===== src/rtl/eth_tx_arbiter.sv =====
// Two-source round-robin arbiter feeding the Ethernet TX serializer, with inter-frame gap.
// Define ETH_TX_ARB_PAD_EN to zero-pad short frames up to MIN_FRAME bytes.
module eth_tx_arbiter #(
  parameter int unsigned IFG_CYCLES = 48,
  parameter int unsigned MIN_FRAME  = 60
) (
  input  logic       clk,
  input  logic       resetn,
  input  logic [7:0] src0_data,
  input  logic       src0_valid,
  input  logic       src0_last,
  output logic       src0_ready,
  input  logic [7:0] src1_data,
  input  logic       src1_valid,
  input  logic       src1_last,
  output logic       src1_ready,
  output logic [7:0] out_data,
  output logic       out_valid,
  output logic       out_last,
  input  logic       out_ready,
  output logic [1:0] grant,
  output logic       busy
);

  localparam int unsigned GapW = (IFG_CYCLES > 1) ? $clog2(IFG_CYCLES) : 1;
  localparam logic [GapW-1:0] GapLoad = GapW'(IFG_CYCLES - 1);

  if (IFG_CYCLES < 1 || MIN_FRAME < 1 || MIN_FRAME > 65535) begin : g_cfg_check
    $error("eth_tx_arbiter: IFG_CYCLES and MIN_FRAME must lie in 1..65535");
  end

  typedef enum logic [1:0] {
    StIdle = 2'd0,
    StXfer = 2'd1,
    StGap  = 2'd3
`ifdef ETH_TX_ARB_PAD_EN
    , StPad = 2'd2
`endif
  } state_e;

  state_e          state_q, state_d;
  logic [1:0]      grant_q, grant_d;
  logic            rr_ptr_q, rr_ptr_d;  // 1: src1 preferred on a tie
  logic [15:0]     byte_cnt_q, byte_cnt_d;
  logic [GapW-1:0] gap_cnt_q, gap_cnt_d;

  logic [7:0]  sel_data;
  logic        sel_valid;
  logic        sel_last;
  logic        pick_src1;
  logic        enter_gap;
  logic [15:0] cnt_sat;

  assign sel_data  = grant_q[1] ? src1_data  : src0_data;
  assign sel_valid = grant_q[1] ? src1_valid : src0_valid;
  assign sel_last  = grant_q[1] ? src1_last  : src0_last;
  assign cnt_sat   = (&byte_cnt_q) ? byte_cnt_q : byte_cnt_q + 16'd1;
  assign grant     = grant_q;

`ifdef ETH_TX_ARB_PAD_EN
  logic short_frame;
  // True while the byte now on the bus would still leave the frame below MIN_FRAME.
  assign short_frame = ({1'b0, byte_cnt_q} + 17'd1) < 17'(MIN_FRAME);
`endif

  always_comb begin
    state_d    = state_q;
    grant_d    = grant_q;
    rr_ptr_d   = rr_ptr_q;
    byte_cnt_d = byte_cnt_q;
    gap_cnt_d  = gap_cnt_q;
    out_data   = 8'h00;
    out_valid  = 1'b0;
    out_last   = 1'b0;
    src0_ready = 1'b0;
    src1_ready = 1'b0;
    pick_src1  = 1'b0;
    enter_gap  = 1'b0;
    busy       = (state_q != StIdle);

    case (state_q)
      StIdle: begin
        pick_src1 = src1_valid && (!src0_valid || rr_ptr_q);
        if (src0_valid || src1_valid) begin
          grant_d    = pick_src1 ? 2'b10 : 2'b01;
          rr_ptr_d   = !pick_src1;
          byte_cnt_d = 16'd0;
          state_d    = StXfer;
        end
      end
      StXfer: begin
        out_data   = sel_data;
        out_valid  = sel_valid;
        out_last   = sel_last;
        src0_ready = grant_q[0] & out_ready;
        src1_ready = grant_q[1] & out_ready;
`ifdef ETH_TX_ARB_PAD_EN
        if (short_frame) out_last = 1'b0;
`endif
        if (sel_valid && out_ready) begin
          byte_cnt_d = cnt_sat;
          if (sel_last) begin
            enter_gap = 1'b1;
`ifdef ETH_TX_ARB_PAD_EN
            if (short_frame) begin
              enter_gap = 1'b0;
              state_d   = StPad;
            end
`endif
          end
        end
      end
`ifdef ETH_TX_ARB_PAD_EN
      StPad: begin
        out_valid = 1'b1;
        out_last  = !short_frame;
        if (out_ready) begin
          byte_cnt_d = cnt_sat;
          enter_gap  = !short_frame;
        end
      end
`endif
      StGap: begin
        if (gap_cnt_q == '0) begin
          state_d = StIdle;
        end else begin
          gap_cnt_d = gap_cnt_q - GapW'(1);
        end
      end
      default: state_d = StIdle;
    endcase

    if (enter_gap) begin
      state_d   = StGap;
      grant_d   = 2'b00;
      gap_cnt_d = GapLoad;
    end

    // Keep the bus quiet for the whole reset assertion, not just after the first edge.
    if (!resetn) begin
      out_valid  = 1'b0;
      out_last   = 1'b0;
      src0_ready = 1'b0;
      src1_ready = 1'b0;
      busy       = 1'b0;
    end
  end

  always_ff @(posedge clk) begin
    if (!resetn) begin
      state_q    <= StIdle;
      grant_q    <= 2'b00;
      rr_ptr_q   <= 1'b0;
      byte_cnt_q <= 16'd0;
      gap_cnt_q  <= '0;
    end else begin
      state_q    <= state_d;
      grant_q    <= grant_d;
      rr_ptr_q   <= rr_ptr_d;
      byte_cnt_q <= byte_cnt_d;
      gap_cnt_q  <= gap_cnt_d;
    end
  end

endmodule


===== config.mk =====
export PLATFORM = sky130hd
export DESIGN_NAME = eth_tx_arbiter
export DESIGN_NICKNAME = d
export VERILOG_FILES = /design/src/rtl/eth_tx_arbiter.sv
export SDC_FILE = /design/constraint.sdc
export NUM_CORES = 1
export LEC_CHECK = 0
export CAP_MARGIN = 40
export CORE_MARGIN = 5
export CORE_UTILIZATION = 38
export DETAILED_ROUTE_END_ITERATION = 10
export GPL_ROUTABILITY_DRIVEN = 0
export HOLD_SLACK_MARGIN = 0.06
export PLACE_DENSITY_LB_ADDON = 0.08
export SLEW_MARGIN = 5
export SYNTH_ARGS = -nofsm -noshare
export SYNTH_HDL_FRONTEND = slang
export SYNTH_SLANG_ARGS = --single-unit

===== constraint.sdc =====
create_clock -name clk -period 1.75 [get_ports clk]
set_input_delay 0.2625 -clock clk [delete_from_list [all_inputs] [get_ports clk]]
set_output_delay 0.2625 -clock clk [all_outputs]
set_load 0.02 [all_outputs]

==> results.md <==
- Fillers: 166
- Sinks on the clock net: 11
- Worst VDD drop: 0.000338 V
- Core ar.: 1750 um2
- Post-synthesis cell type with the largest combined area: sky130_fd_sc_hd__dfxtp_1
- Number of flops mapped to enable cells by yosys: 0
- Worst slew margin relative to its limit: around two thirds
- Largest net degree at the start of global routing: 9
- Total Routing Usage GR: between 10% and 20%
- Avg Vias per Cell: 4.90
- Detailed router's first-iteration violation count: 8
- Area enclosed by the die boundary: ~2800 um2
- P&R area growth vs syn: 68.4%
- Wire length of the first global-routing pass: ~3.3 mm
- Die width: 53.3 um
- Worst path arrival time: 1420 ps
- CTS root buf: sky130_fd_sc_hd__clkbuf_4
- Top_reg_cell synth: sky130_fd_sc_hd__dfxtp_1
- HPWL after detailed placement: 1.67 mm
- Area fraction of the dominant cell type after synthesis: 30.9%
- Ordered list of cells on the worst path: mux2_2 -> and3_1 -> clkdlybuf4s15_1
- Setup-failing EPs final: 0
- MaxCap Viol Count: 0
- Non-filler cells in the finished layout: 163
- Setup WS post-layout: 64.4 ps
- Top-level port count: 38
- Bufs on Longest Clock Path: 2
- Sum of routed wire length over all layers: 1.94 mm
- Detailed-routing iteration count for the pre-antenna-repair pass: 4
- Cell with the biggest individual delay on the critical path: sky130_fd_sc_hd__dfxtp_2
- DRC violations left: 0
- CTS clk-pin slew, worst paths: roughly 60 ps
- Transition time of the tightest slew-check pin: 516 ps
- Critical setup path kind: reg -> out
- Highest attainable clock frequency: around 590 MHz
- Count of input and output buffers: 37
- Net count after synthesis: 111
- Overall Power: 698 uW
- Average cell area after synthesis: 8.28 um2
- Worst setup timing slack at the placement stage: -192 ps
- Final hold viol count: 0
- Number of register bits inferred by synthesis: 11
- Number of nets in the finished design: ~160
- Setup crit start kind: flop
- Max-slew violation total from the final report: 0
- Total overflow reported by the global router: 0
- Remaining antenna violation count: 0
- Gate count after technology mapping: 86
- Power per standard cell area: 583 nW/um2
- Final critical path time including I/O delays and setup: 1690 ps
- Critical Path Max Stage Delay: roughly 350 ps
- Leakage power: 0.000498 uW
- Worst clock skew on the final layout: 2.63 ps
- Netlist area before placement: 712 um2
- Number of antenna violations at the first check in global routing: 0
- Synth warnings: 0
- Leading post-synthesis cells by cell area: sky130_fd_sc_hd__dfxtp_1 (31%), sky130_fd_sc_hd__mux2i_1 (14%), sky130_fd_sc_hd__nor2_1 (5.8%), sky130_fd_sc_hd__a21oi_1 (4.9%), sky130_fd_sc_hd__or3_1 (4.4%)
- Latest clock arrival within the worst-skew pair: around 270 ps
- Buffer count from post-CTS setup fixing: 0
- Count of unique library cells instantiated by Yosys: 31
- H-Tree Level Count: 1
- Tightest Hold Check Type: reg -> reg
- Die boundary height: 53.3 um
- Number of buffers created by CTS: 3
- Site row count: 15
- Most frequent cells after synthesis: sky130_fd_sc_hd__dfxtp_1 (11), sky130_fd_sc_hd__nor2_1 (11), sky130_fd_sc_hd__mux2i_1 (10)
- Share of synthesized flip-flops with an asynchronous set or reset: 0%
- Vias in the first global route: 858
- Proportion of layout cells with a drive suffix above 1: around 22%
- Maximum fanout along the worst path: 3
- Antenna cell count: 0
- Status: finished, final reports clean
- Placed cells: between 150 and 200
- Endpoint type of the worst setup path: output pin
- Total number of vias: 798
- Data required time at the worst endpoint: around 1500 ps
- TritonCTS clock tree: done
- Ratio of final minimum period to clock period: 96.3%
- Sequential-to-total area share from yosys stat: 30.9%
- Average wire per cell in the routed design: 11.9 um
- Unrepaired setup endpoints after global routing: false
- Util after Layout: 68.7%
- Starting Density: 40.8%
-- cell usage in the layout (no fill, tap or decap), types with 2 or more instances in the layout --
master | synthesis | layout
sky130_fd_sc_hd__a21oi_1 | 7 | 7
sky130_fd_sc_hd__a31oi_1 | 2 | 2
sky130_fd_sc_hd__and2_1 | 2 | 2
sky130_fd_sc_hd__and4_1 | 2 | 2
sky130_fd_sc_hd__buf_4 | 0 | 12
sky130_fd_sc_hd__clkbuf_2 | 0 | 8
sky130_fd_sc_hd__clkbuf_4 | 0 | 3
sky130_fd_sc_hd__clkdlybuf4s50_1 | 0 | 24
sky130_fd_sc_hd__dfxtp_1 | 11 | 9
sky130_fd_sc_hd__dfxtp_2 | 0 | 2
sky130_fd_sc_hd__dlygate4sd2_1 | 0 | 4
sky130_fd_sc_hd__ha_1 | 2 | 2
sky130_fd_sc_hd__inv_1 | 3 | 3
sky130_fd_sc_hd__mux2_2 | 2 | 2
sky130_fd_sc_hd__mux2i_1 | 10 | 10
sky130_fd_sc_hd__nand2_1 | 8 | 8
sky130_fd_sc_hd__nor2_1 | 11 | 11
sky130_fd_sc_hd__nor3_1 | 2 | 2
sky130_fd_sc_hd__nor4_1 | 2 | 2
sky130_fd_sc_hd__or3_1 | 5 | 5
-- power breakdown --
part / leakage [uW] / internal (uW) / total, uW / switching, uW
Combinational: 0.000392 / 136 / 253 / 117
Sequential: 0.0000908 / 265 / 277 / 11.8
Clock: 0.0000150 / 88.2 / 169 / 80.6
Total: 0.000498 / 489 / 698 / 209
-- area by class of cell --
type / instances / area, um2 / area share [%]
clock buffers: 4 / 26.3 / 2.19
flip-flops and latches: 11 / 223 / 18.6
multi-input cells: 69 / 468 / 39.0
repair buffers: 50 / 435 / 36.3
inverters: 4 / 15.0 / 1.25
well taps: 25 / 31.3 / 2.61
-- layer usage --
metal | global-route usage (%) | routed length, um
met5 | 0 | 0
met4 | 6.38 | 31
met3 | 7.04 | 177
met2 | 24.5 | 852
met1 | 20.4 | 883
-- repair_timing --
item                       4_1_cts  5_1_grt
resized for setup               14       18
setup endpoints to repair       13       12
hold buffers                     0        0
-- flip-flops by register name, summed over array words and instances (netlist names) --
| register | flops |
|---|---|
| gap_cnt_q | 6 |
| grant | 2 |
| state_q | 2 |
| rr_ptr_q | 1 |
-- cells by family after synthesis --
family,Yosys count,synth area share (%)
AO/OA/AOI/OAI,13,12.3
XOR/XNOR,1,1.23
adder cells (fa/ha/maj),2,3.51
buffers and inverters,6,3.34
flip-flops,11,30.9
multiplexers,12,17.2
AND/OR/NAND/NOR,41,31.5
-- worst max-delay path: cells and delay by family, from the launching register on --
kind | cells | cell delay [ps]
DFF | 1 | 350
muxes | 1 | 340
buffers and inverters | 1 | 290
and+or+nand+nor | 1 | 180
-- worst paths after layout --
kind	start	to	slack (ps)	cells past startpoint
min reg2reg	rr_ptr_q$_SDFFE_PN0P_	rr_ptr_q$_SDFFE_PN0P_	470	2
min	rr_ptr_q$_SDFFE_PN0P_	rr_ptr_q$_SDFFE_PN0P_	470	2
max reg2reg	gap_cnt_q[0]$_SDFFE_PN0P_	gap_cnt_q[4]$_SDFFE_PP0P_	210	6
max	grant[1]$_SDFFE_PP0P_	out_valid	60	3
-- per-stage QoR --
step           instance area [um2]  hold WS (ps)  TNS, ps
5_1_grt                       1200           484        0
6_report                      1200           469        0
3_5_place_dp                  1210           458     -866
4_1_cts                       1230           469        0
3_3_place_gp                  1210           458     -776
2_1_floorplan                  712           371        0
Note: power is estimated with default switching activity, not from simulation.
